===== src/rtl/wallace_pkg.sv =====
// Shared types and defaults for the Wallace-multiplier arbiter slice.
// Holds the requester tag type (sized for the maximum of 8 requesters), the
// tag-pipe slot struct, the parameter defaults and a one-hot to tag helper.
package wallace_pkg;

    localparam int unsigned NUM_REQ_DEF = 4;
    localparam int unsigned MANT_W_DEF  = 24;
    localparam int unsigned MUL_LAT_DEF = 3;
    localparam int unsigned MAX_REQ     = 8;
    localparam int unsigned TAG_W       = $clog2(MAX_REQ);

    typedef logic [TAG_W-1:0] req_tag_t;

    // One stage of the requester-tag shift register that tracks the multiplier
    typedef struct packed {
        logic     vld;
        req_tag_t tag;
    } tag_slot_t;

    // Index of the set bit of a one-hot vector (zero when the vector is empty)
    function automatic req_tag_t oh_to_tag(input logic [MAX_REQ-1:0] oh);
        req_tag_t tag;
        tag = '0;
        for (int unsigned i = 0; i < MAX_REQ; i++) begin
            if (oh[i]) begin
                tag = TAG_W'(i);
            end
        end
        return tag;
    endfunction

endpackage


===== src/rtl/wallace_mul_arbiter_if.sv =====
// Bus bundle for wallace_mul_arbiter.
// Requester side : i_req_valid/i_req_a/i_req_b in, o_req_ready out,
//                  o_rsp_valid/o_rsp_p out, i_rsp_ready in.
// Multiplier side: o_mul_valid/o_mul_a/o_mul_b out, i_mul_p in.
// Status         : o_inflight, o_idle.
// slave modport is used by the arbiter, master by whatever drives it.
interface wallace_mul_arbiter_if
    import wallace_pkg::*;
#(
    parameter int unsigned NUM_REQ = NUM_REQ_DEF,
    parameter int unsigned MANT_W  = MANT_W_DEF,
    parameter int unsigned MUL_LAT = MUL_LAT_DEF
);

    localparam int unsigned INF_W = $clog2(MUL_LAT + 2);

    logic [NUM_REQ-1:0]                 i_req_valid;
    logic [NUM_REQ-1:0][MANT_W-1:0]     i_req_a;
    logic [NUM_REQ-1:0][MANT_W-1:0]     i_req_b;
    logic [NUM_REQ-1:0]                 o_req_ready;
    logic                               o_mul_valid;
    logic [MANT_W-1:0]                  o_mul_a;
    logic [MANT_W-1:0]                  o_mul_b;
    logic [2*MANT_W-1:0]                i_mul_p;
    logic [NUM_REQ-1:0]                 o_rsp_valid;
    logic [NUM_REQ-1:0][2*MANT_W-1:0]   o_rsp_p;
    logic [NUM_REQ-1:0]                 i_rsp_ready;
    logic [INF_W-1:0]                   o_inflight;
    logic                               o_idle;

    modport slave (
        input  i_req_valid, i_req_a, i_req_b, i_mul_p, i_rsp_ready,
        output o_req_ready, o_mul_valid, o_mul_a, o_mul_b,
               o_rsp_valid, o_rsp_p, o_inflight, o_idle
    );

    modport master (
        output i_req_valid, i_req_a, i_req_b, i_mul_p, i_rsp_ready,
        input  o_req_ready, o_mul_valid, o_mul_a, o_mul_b,
               o_rsp_valid, o_rsp_p, o_inflight, o_idle
    );

endinterface


===== src/rtl/wallace_rr_arb.sv =====
// Requester arbiter for wallace_mul_arbiter.
// Ports: i_eligible (per-requester eligibility), i_ptr (round-robin start
// index), o_grant_c (combinational one-hot grant, zero if nobody eligible).
// Macro WALLACE_ARB_FIXED_PRIO_EN: lowest-index eligible wins, i_ptr removed.
module wallace_rr_arb
    import wallace_pkg::*;
#(
    parameter int unsigned NUM_REQ = NUM_REQ_DEF
) (
    input  logic [NUM_REQ-1:0] i_eligible,
`ifndef WALLACE_ARB_FIXED_PRIO_EN
    input  req_tag_t           i_ptr,
`endif
    output logic [NUM_REQ-1:0] o_grant_c
);

`ifdef WALLACE_ARB_FIXED_PRIO_EN

    // Isolate the lowest set bit
    always_comb begin
        o_grant_c = i_eligible & (~i_eligible + NUM_REQ'(1));
    end

`else

    logic [NUM_REQ-1:0]   rot_c;
    logic [NUM_REQ-1:0]   pick_c;
    logic [2*NUM_REQ-1:0] back_c;

    // Rotate so i_ptr lands on bit 0, take the lowest set bit, rotate back
    always_comb begin
        rot_c     = NUM_REQ'({i_eligible, i_eligible} >> i_ptr);
        pick_c    = rot_c & (~rot_c + NUM_REQ'(1));
        back_c    = {pick_c, pick_c} << i_ptr;
        o_grant_c = NUM_REQ'(back_c >> NUM_REQ);
    end

`endif

endmodule


===== src/rtl/wallace_mul_arbiter.sv =====
// Shares one fixed-latency Wallace multiplier among NUM_REQ requesters.
// Ports: i_clk, i_rst (synchronous, active-high) and bus (slave modport of
// wallace_mul_arbiter_if) carrying request, multiplier and response signals.
// An accepted request is issued to the multiplier the next cycle; its tag
// rides a MUL_LAT+1 deep shift register so the product can be steered to the
// owner's response register. One outstanding op per requester.
// Macro WALLACE_ARB_FIXED_PRIO_EN: fixed lowest-index priority, no ptr.
module wallace_mul_arbiter
    import wallace_pkg::*;
#(
    parameter int unsigned NUM_REQ = NUM_REQ_DEF,
    parameter int unsigned MANT_W  = MANT_W_DEF,
    parameter int unsigned MUL_LAT = MUL_LAT_DEF
) (
    input  logic                 i_clk,
    input  logic                 i_rst,
    wallace_mul_arbiter_if.slave bus
);

    localparam int unsigned INF_W  = $clog2(MUL_LAT + 2);
    localparam int unsigned PIPE_D = MUL_LAT + 1;
    localparam int unsigned PW     = 2 * MANT_W;

    logic [NUM_REQ-1:0]          busy_q, busy_d;
    logic [NUM_REQ-1:0]          rsp_valid_q, rsp_valid_d;
    logic [NUM_REQ-1:0][PW-1:0]  rsp_p_q, rsp_p_d;
    logic                        mul_valid_q, mul_valid_d;
    logic [MANT_W-1:0]           mul_a_q, mul_a_d;
    logic [MANT_W-1:0]           mul_b_q, mul_b_d;
    logic [INF_W-1:0]            inflight_q, inflight_d;
    logic                        idle_q, idle_d;
    tag_slot_t                   pipe_q [PIPE_D];
    tag_slot_t                   pipe_d [PIPE_D];
`ifndef WALLACE_ARB_FIXED_PRIO_EN
    req_tag_t                    ptr_q, ptr_d;
`endif

    logic [NUM_REQ-1:0]          eligible_c;
    logic [NUM_REQ-1:0]          grant_c;
    logic [NUM_REQ-1:0]          req_ready_c;
    logic                        issue_c;
    logic                        capture_c;
    req_tag_t                    issue_tag_c;

    // Arbitration among requesters with valid operands and no outstanding op
    assign eligible_c = bus.i_req_valid & ~busy_q;

    wallace_rr_arb #(
        .NUM_REQ    (NUM_REQ)
    ) u_arb (
        .i_eligible (eligible_c),
`ifndef WALLACE_ARB_FIXED_PRIO_EN
        .i_ptr      (ptr_q),
`endif
        .o_grant_c  (grant_c)
    );

    // Grants are suppressed while reset is asserted
    assign req_ready_c = i_rst ? '0 : grant_c;

    // Next-state: issue, tag pipe, response capture/handshake, counters
    always_comb begin
        issue_c     = |req_ready_c;
        issue_tag_c = oh_to_tag(MAX_REQ'(req_ready_c));
        capture_c   = pipe_q[MUL_LAT].vld;

        busy_d      = busy_q | req_ready_c;
        rsp_valid_d = rsp_valid_q;
        rsp_p_d     = rsp_p_q;
        mul_valid_d = issue_c;
        mul_a_d     = mul_a_q;
        mul_b_d     = mul_b_q;
        inflight_d  = inflight_q;
`ifndef WALLACE_ARB_FIXED_PRIO_EN
        ptr_d       = ptr_q;
        if (issue_c) begin
            ptr_d = (issue_tag_c == TAG_W'(NUM_REQ - 1)) ? '0 : issue_tag_c + TAG_W'(1);
        end
`endif

        for (int unsigned k = 0; k < NUM_REQ; k++) begin
            if (req_ready_c[k]) begin
                mul_a_d = bus.i_req_a[k];
                mul_b_d = bus.i_req_b[k];
            end
        end

        pipe_d[0].vld = issue_c;
        pipe_d[0].tag = issue_tag_c;
        for (int unsigned i = 1; i < PIPE_D; i++) begin
            pipe_d[i] = pipe_q[i-1];
        end

        // A requester is busy, so its capture and handshake never coincide
        for (int unsigned k = 0; k < NUM_REQ; k++) begin
            if (rsp_valid_q[k] && bus.i_rsp_ready[k]) begin
                busy_d[k]      = 1'b0;
                rsp_valid_d[k] = 1'b0;
            end
            if (capture_c && (pipe_q[MUL_LAT].tag == TAG_W'(k))) begin
                rsp_valid_d[k] = 1'b1;
                rsp_p_d[k]     = bus.i_mul_p;
            end
        end

        case ({issue_c, capture_c})
            2'b10:   inflight_d = inflight_q + INF_W'(1);
            2'b01:   inflight_d = inflight_q - INF_W'(1);
            default: inflight_d = inflight_q;
        endcase

        idle_d = (inflight_d == '0) && (busy_d == '0);
    end

    // State registers
    always_ff @(posedge i_clk) begin
        if (i_rst) begin
            busy_q      <= '0;
            rsp_valid_q <= '0;
            rsp_p_q     <= '0;
            mul_valid_q <= 1'b0;
            mul_a_q     <= '0;
            mul_b_q     <= '0;
            inflight_q  <= '0;
            idle_q      <= 1'b1;
            for (int unsigned i = 0; i < PIPE_D; i++) begin
                pipe_q[i] <= '0;
            end
`ifndef WALLACE_ARB_FIXED_PRIO_EN
            ptr_q       <= '0;
`endif
        end else begin
            busy_q      <= busy_d;
            rsp_valid_q <= rsp_valid_d;
            rsp_p_q     <= rsp_p_d;
            mul_valid_q <= mul_valid_d;
            mul_a_q     <= mul_a_d;
            mul_b_q     <= mul_b_d;
            inflight_q  <= inflight_d;
            idle_q      <= idle_d;
            pipe_q      <= pipe_d;
`ifndef WALLACE_ARB_FIXED_PRIO_EN
            ptr_q       <= ptr_d;
`endif
        end
    end

    assign bus.o_req_ready = req_ready_c;
    assign bus.o_mul_valid = mul_valid_q;
    assign bus.o_mul_a     = mul_a_q;
    assign bus.o_mul_b     = mul_b_q;
    assign bus.o_rsp_valid = rsp_valid_q;
    assign bus.o_rsp_p     = rsp_p_q;
    assign bus.o_inflight  = inflight_q;
    assign bus.o_idle      = idle_q;

endmodule


===== src/flat_wrapper.sv =====
// flat-port wrapper written by rule: the top's interface ports become plain ports
module wallace_mul_arbiter_flat import wallace_pkg::*;
#(
    parameter int unsigned NUM_REQ = NUM_REQ_DEF,
    parameter int unsigned MANT_W  = MANT_W_DEF,
    parameter int unsigned MUL_LAT = MUL_LAT_DEF
)
  (i_clk, i_rst, bus_i_req_valid, bus_i_req_a, bus_i_req_b, bus_i_mul_p, bus_i_rsp_ready, bus_o_req_ready, bus_o_mul_valid, bus_o_mul_a, bus_o_mul_b, bus_o_rsp_valid, bus_o_rsp_p, bus_o_inflight, bus_o_idle);
  wallace_mul_arbiter_if #(.NUM_REQ(NUM_REQ), .MANT_W(MANT_W), .MUL_LAT(MUL_LAT)) bus_i ();
  input  logic i_clk;
  input  logic i_rst;
  input wire logic [$bits(bus_i.i_req_valid)-1:0] bus_i_req_valid;
  input wire logic [$bits(bus_i.i_req_a)-1:0] bus_i_req_a;
  input wire logic [$bits(bus_i.i_req_b)-1:0] bus_i_req_b;
  input wire logic [$bits(bus_i.i_mul_p)-1:0] bus_i_mul_p;
  input wire logic [$bits(bus_i.i_rsp_ready)-1:0] bus_i_rsp_ready;
  output wire logic [$bits(bus_i.o_req_ready)-1:0] bus_o_req_ready;
  output wire logic [$bits(bus_i.o_mul_valid)-1:0] bus_o_mul_valid;
  output wire logic [$bits(bus_i.o_mul_a)-1:0] bus_o_mul_a;
  output wire logic [$bits(bus_i.o_mul_b)-1:0] bus_o_mul_b;
  output wire logic [$bits(bus_i.o_rsp_valid)-1:0] bus_o_rsp_valid;
  output wire logic [$bits(bus_i.o_rsp_p)-1:0] bus_o_rsp_p;
  output wire logic [$bits(bus_i.o_inflight)-1:0] bus_o_inflight;
  output wire logic [$bits(bus_i.o_idle)-1:0] bus_o_idle;
  assign bus_i.i_req_valid = bus_i_req_valid;
  assign bus_i.i_req_a = bus_i_req_a;
  assign bus_i.i_req_b = bus_i_req_b;
  assign bus_i.i_mul_p = bus_i_mul_p;
  assign bus_i.i_rsp_ready = bus_i_rsp_ready;
  assign bus_o_req_ready = bus_i.o_req_ready;
  assign bus_o_mul_valid = bus_i.o_mul_valid;
  assign bus_o_mul_a = bus_i.o_mul_a;
  assign bus_o_mul_b = bus_i.o_mul_b;
  assign bus_o_rsp_valid = bus_i.o_rsp_valid;
  assign bus_o_rsp_p = bus_i.o_rsp_p;
  assign bus_o_inflight = bus_i.o_inflight;
  assign bus_o_idle = bus_i.o_idle;
  wallace_mul_arbiter #(.NUM_REQ(NUM_REQ), .MANT_W(MANT_W), .MUL_LAT(MUL_LAT)) u_core (.i_clk(i_clk), .i_rst(i_rst), .bus(bus_i));
endmodule

===== config.mk =====
export PLATFORM = sky130hd
export DESIGN_NAME = wallace_mul_arbiter_flat
export DESIGN_NICKNAME = d
export VERILOG_FILES = /design/src/rtl/wallace_pkg.sv /design/src/rtl/wallace_mul_arbiter_if.sv /design/src/rtl/wallace_rr_arb.sv /design/src/rtl/wallace_mul_arbiter.sv /design/src/flat_wrapper.sv
export SDC_FILE = /design/constraint.sdc
export NUM_CORES = 1
export LEC_CHECK = 0
export ABC_AREA = 1
export CORE_AREA = 2 2 198 200
export CTS_CLUSTER_DIAMETER = 40
export DETAILED_ROUTE_END_ITERATION = 16
export DIE_AREA = 0 0 200 202
export PLACE_DENSITY_LB_ADDON = 0.3
export SLEW_MARGIN = 20
export SYNTH_ARGS = -nofsm -noshare
export SYNTH_HDL_FRONTEND = slang
export SYNTH_SLANG_ARGS = --single-unit

===== constraint.sdc =====
create_clock -name i_clk -period 8.95 [get_ports i_clk]
set_clock_uncertainty 0.2 [all_clocks]
set_input_delay 2.685 -clock i_clk [delete_from_list [all_inputs] [get_ports i_clk]]
set_output_delay 2.685 -clock i_clk [all_outputs]
set_load 0.05 [all_outputs]

Word level (Yosys, flattened, before mapping)
Cells that the tools add are included.

Div/mod/pow operators: 0. Reduce and logical (&&, ||, !) cells: 18. Shift operators: 2. $mul: 0. Muxes and demuxes: 26. Bitwise operators: 5. $lt $le $gt $ge: 0. Eq/ne operators: 6. $add $sub $neg: 4.

Operators with widths (number): $mux W24 (8); $mux W1 (13); $logic_and A1 B1 Y1 (9); $and A4 B4 Y4 (2); $not A4 Y4 (2); $reduce_bool A2 Y1 (4); $shl A8 B3 Y8 (1); $shr A8 B3 Y4 (1); $eq A3 B2 Y1 const B (2); $logic_not A3 Y1 (2); $pmux W3 S2 (1); $add A4 B1 Y4 const B (1); $eq A2 B2 Y1 const B (2); $logic_not A4 Y1 (1); $mux W2 (2); $mux W4 (1); $or A4 B4 Y4 (1); $reduce_bool A4 Y1 (1); $reduce_or A4 Y1 (1); $add A2 B1 Y3 const B (1); $add A3 B1 Y3 const B (1); $eq A3 B1 Y1 const B (1); $mux W3 (1); $sub A3 B1 Y3 const B (1); $eq A2 B1 Y1 const B (1).

Logic and storage cells: 83. Input bits: 250. Bits in read-only memories: 0. Register bits: 271. Bits in writable memories: 0. Latch bits: 0. Memories: 0.

Logic depth before layout (Yosys ltp)
Depth in word-level cells: 13. Depth in mapped cells: 24.

Modules after synthesis
Synthesis repeated with hierarchy kept, for this count alone.

Cell total of the unflattened synthesis: 1562. Area, all modules: 11108.2 µm².

Modules (own cells, without submodules): wallace_mul_arbiter (area an instance 10706.5 µm², cells each 1492, seq. area each 5325.1 µm², times used 1); wallace_rr_arb (area an instance 401.6 µm², cells each 70, seq. area each 0.0 µm², times used 1).

Worst setup path after synthesis
OpenSTA, ideal clock, no wires.

Path kind: input -> output. Start point: in bus_i_req_valid[1]. End point: out bus_o_req_ready[1]. Stages on the path: 8. Setup slack: 2.098 ns. Buffers on the path: 1. Data arrival time: 3.967 ns. Cells stage by stage: nand3_1 > nand3_1 > nand3_1 > nand3_2 > a21oi_4 > nand2_2 > buf_2 > inv_1.

Cells in the longest elaborated chain, start to end: 7.

RTL lines: start: declaration (RTL line flat_wrapper.sv:12) `input wire logic [$bits(bus_i.i_req_valid)-1:0] bus_i_req_valid;`; $and A4 B4 Y4 (*) (RTL line wallace_mul_arbiter.sv:46) `assign eligible_c = bus.i_req_valid & ~busy_q;`; $shr A8 B3 Y4 (*) (RTL line wallace_rr_arb.sv:32) `rot_c = NUM_REQ'({i_eligible, i_eligible} >> i_ptr);`; $not A4 Y4 (RTL line wallace_rr_arb.sv:33) `pick_c = rot_c & (~rot_c + NUM_REQ'(1));`; $add A4 B1 Y4 (RTL line wallace_rr_arb.sv:33); $and A4 B4 Y4 (*) (RTL line wallace_rr_arb.sv:33); $shl A8 B3 Y8 (*) (RTL line wallace_rr_arb.sv:34) `back_c = {pick_c, pick_c} << i_ptr;`; $mux W4 (*) (RTL line wallace_mul_arbiter.sv:59) `assign req_ready_c = i_rst ? '0 : grant_c;`; end: declaration (RTL line flat_wrapper.sv:17) `output wire logic [$bits(bus_i.o_req_ready)-1:0] bus_o_req_ready;`.

Every way passes the cells marked *; elsewhere a longest branch is shown, timed or not.

Worst setup path in the final report
Start point: in bus_i_req_valid[0]. End point: out bus_o_req_ready[0].

The elaborated chain is that of the path after synthesis.

==> flow_summary.ini <==
[run_status]
status = finished clean

[timing]
rsz0062_at_grt = no
finalSetupTns_ns = 0
max-slew-margin-rel = 0.280
period_share = 0.884
clock.fmax_mhz = 126
hold_viol_final = 0
slew_violations = 0
setup_viol = 0
tightest_slew_ns = 1.08
min_period_ns = 7.91

[route]
wirelength_um = 44800
drt-vias-per-instance = 4.70
drc = 0
ant_nets = 0
vias = 12373
wire_per_inst_um = 17.0
firstDrtPassIters = 5
drt_iter0_markers = 545

[logic_synthesis]
syn_inst = 1645
synth_nets = 1897
syn_avg_cell_area_um2 = 6.82
synth_cell_type_count = 27
synth_largest_area_cell = dfxtp_1
synth.area.top_cells = dfxtp_1, nor2_1, nand2_1, o21ai_0, nand3_1
ys_seq_area_frac = 0.475
ys_seq_elements = 266
yosysWarnings = 0
syn_area_um2 = 11200
synth_top_area_frac = 0.475

[cts]
insertion_delay_ns = 0.53
cts.sinks = 266
htree_levels = 2
post_cts_buffers = 0
cts_buffer_depth = 3
numCtsBuffers = 41
clkTransAtPathRegs_ns = 0.05
cts_tree = done
cts_resized = 0
cts-root-buf = clkbuf_16
holdBufCountCts = 0

[die]
die_h_um = 202
fp.dieW_um = 200
core_um2 = 38300
rows = 72
io_pins = 503
dieArea_um2 = 40400
initial_utilization = 0.293

[flow_run]
cap_violations = 0

[power_and_ir_drop]
ir_drop_mv = 0.293
leakagePower_uw = 0.00754
power_density_nw_per_um2 = 287

[final_layout]
final_nets = 2337
n_antenna_cell = 0
n_fill_cell = 3829
layout-drive-gt1-share = 0.0544
area.growth.synth_to_final_pct = 59.3
layout.cells.non_filler = 2633
fin_util = 0.467

[setup_path]
cp.arrival_ns = 5.02
cp.required_ns = 6.07
startpoint_type = input pin
cp_max_fo = 3
critPathKind = in2out
end_kind = primary output

[global_routing]
grt_pass1_vias = 11849
antenna_found_initial = 0
grt_usage = 0.213
gr-total-overflow = 0
grt_pass1_wl_um = 67300
grt_max_degree = 102

[placed_design]
place_congestion = 0.890
io_buffers = 502
dp.cells = 2560
hpwl_um = 31100

[worst_hold_path]
hold_class = reg2reg
-- final timing paths --
| check | startpoint | end | slack [ns] | cells past startpoint |
|---|---|---|---|---|
| worst min register to register | u_core.pipe_d[0] | u_core.pipe_q[0] | 0.19 | 2 |
| worst max-delay path | bus_i_req_valid[0] | bus_o_req_ready[0] | 1.04 | 10 |
| worst max register to register | u_core.ptr_q[0] | u_core.bus.o_idle | 4.48 | 22 |
| worst min-delay path | u_core.pipe_d[0] | u_core.pipe_q[0] | 0.19 | 2 |
-- cells in the final DEF, fill, tap and decap left out, drive strengths merged, types with 10 or more instances in the layout --
master	instances
a21oi	57
buf	19
nand2	369
nor2	418
dfxtp	266
clkdlybuf4s50	498
o21ai	188
clkbuf	52
clkinv	10
inv	51
nand3	169
-- synth_stat cells --
cell and number:
dfxtp_1 266, xor2_1 1, nand3_1 162, nand4_1 7, xnor2_1 1, nand2_1 363, a21oi_4 1, o21ai_1 8
o21ai_0 180, a21boi_0 1, clkbuf_1 79, buf_2 25, nand3_2 6, nand3_4 1, a21oi_1 56, buf_4 1
fa_1 1, nor2_4 1, inv_2 1, nand2_4 1, inv_4 2, inv_1 43, buf_1 12, ha_1 1
nand2_2 5, buf_6 3, nor2_1 417
-- flip-flops by register name, indices dropped and copies added, names as in the netlist --
name / cells
u_core.bus.o_rsp_p: 192
u_core.bus.o_mul_a: 24
u_core.bus.o_mul_b: 24
u_core.pipe_d: 8
u_core.bus.o_rsp_valid: 4
u_core.busy_q: 4
u_core.bus.o_inflight: 3
u_core.pipe_q: 2
u_core.ptr_q: 2
u_core.bus.o_idle: 1
u_core.bus.o_mul_valid: 1
u_core.capture_c: 1
-- final cells by class --
cell class              count  area, um^2  area share
clock buffers              52        1140      0.0637
clock inverters            21         193      0.0108
inverters                  46         183      0.0102
multi-input cells        1213        5230       0.293
flip-flops and latches    266        5330       0.298
well taps                 518         648      0.0363
repair buffers            517        5150       0.288
-- metal layers --
| layer | track usage | part of all wire | up-vias | routed length [um] |
|---|---|---|---|---|
| li1 | - | - | 6146 | - |
| met1 | 0.250 | 0.40 | 5629 | 18000 |
| met2 | 0.358 | 0.47 | 501 | 20900 |
| met3 | 0.0674 | 0.092 | 97 | 4110 |
| met4 | 0.0892 | 0.039 | 0 | 1760 |
| met5 | 0 | 0 | - | 0 |
-- worst max-delay path, cell delays in order --
cell and delay [ns]:
clkdlybuf4s50_1 0.50, nand3_1 0.13, nand3_1 0.13, nand2_1 0.07, nor2_1 0.18, nand3_1 0.16
nand3_1 0.10, nand3_1 0.16, inv_1 0.09, clkdlybuf4s50_1 0.81
-- per-stage QoR --
stage          instance area [um^2]  setup slack, ns  hold WS [ns]  power [uW]
6_report                      17900             1.04         0.188        5130
5_1_grt                       17900            0.930         0.214        5460
4_1_cts                       17900             1.09         0.188        5180
3_5_place_dp                  16500             1.09         0.187        3640
3_3_place_gp                  16500             1.19         0.182        3620
2_1_floorplan                 11200             2.10         0.188        2960
-- power breakdown --
part	switching, uW	internal [uW]	total (uW)
Combinational	1480	692	2170
Sequential	86.1	1350	1440
Clock	583	939	1520
-- kinds of logic after synthesis --
| logic type | after synthesis | synth area share |
|---|---|---|
| compound gates | 246 | 0.111 |
| xor+xnor | 2 | 0.00156 |
| fa+ha+maj | 2 | 0.00290 |
| buf+inv | 166 | 0.0611 |
| flops | 266 | 0.475 |
| simple gates | 963 | 0.349 |
(Power assumes the default switching activity.)
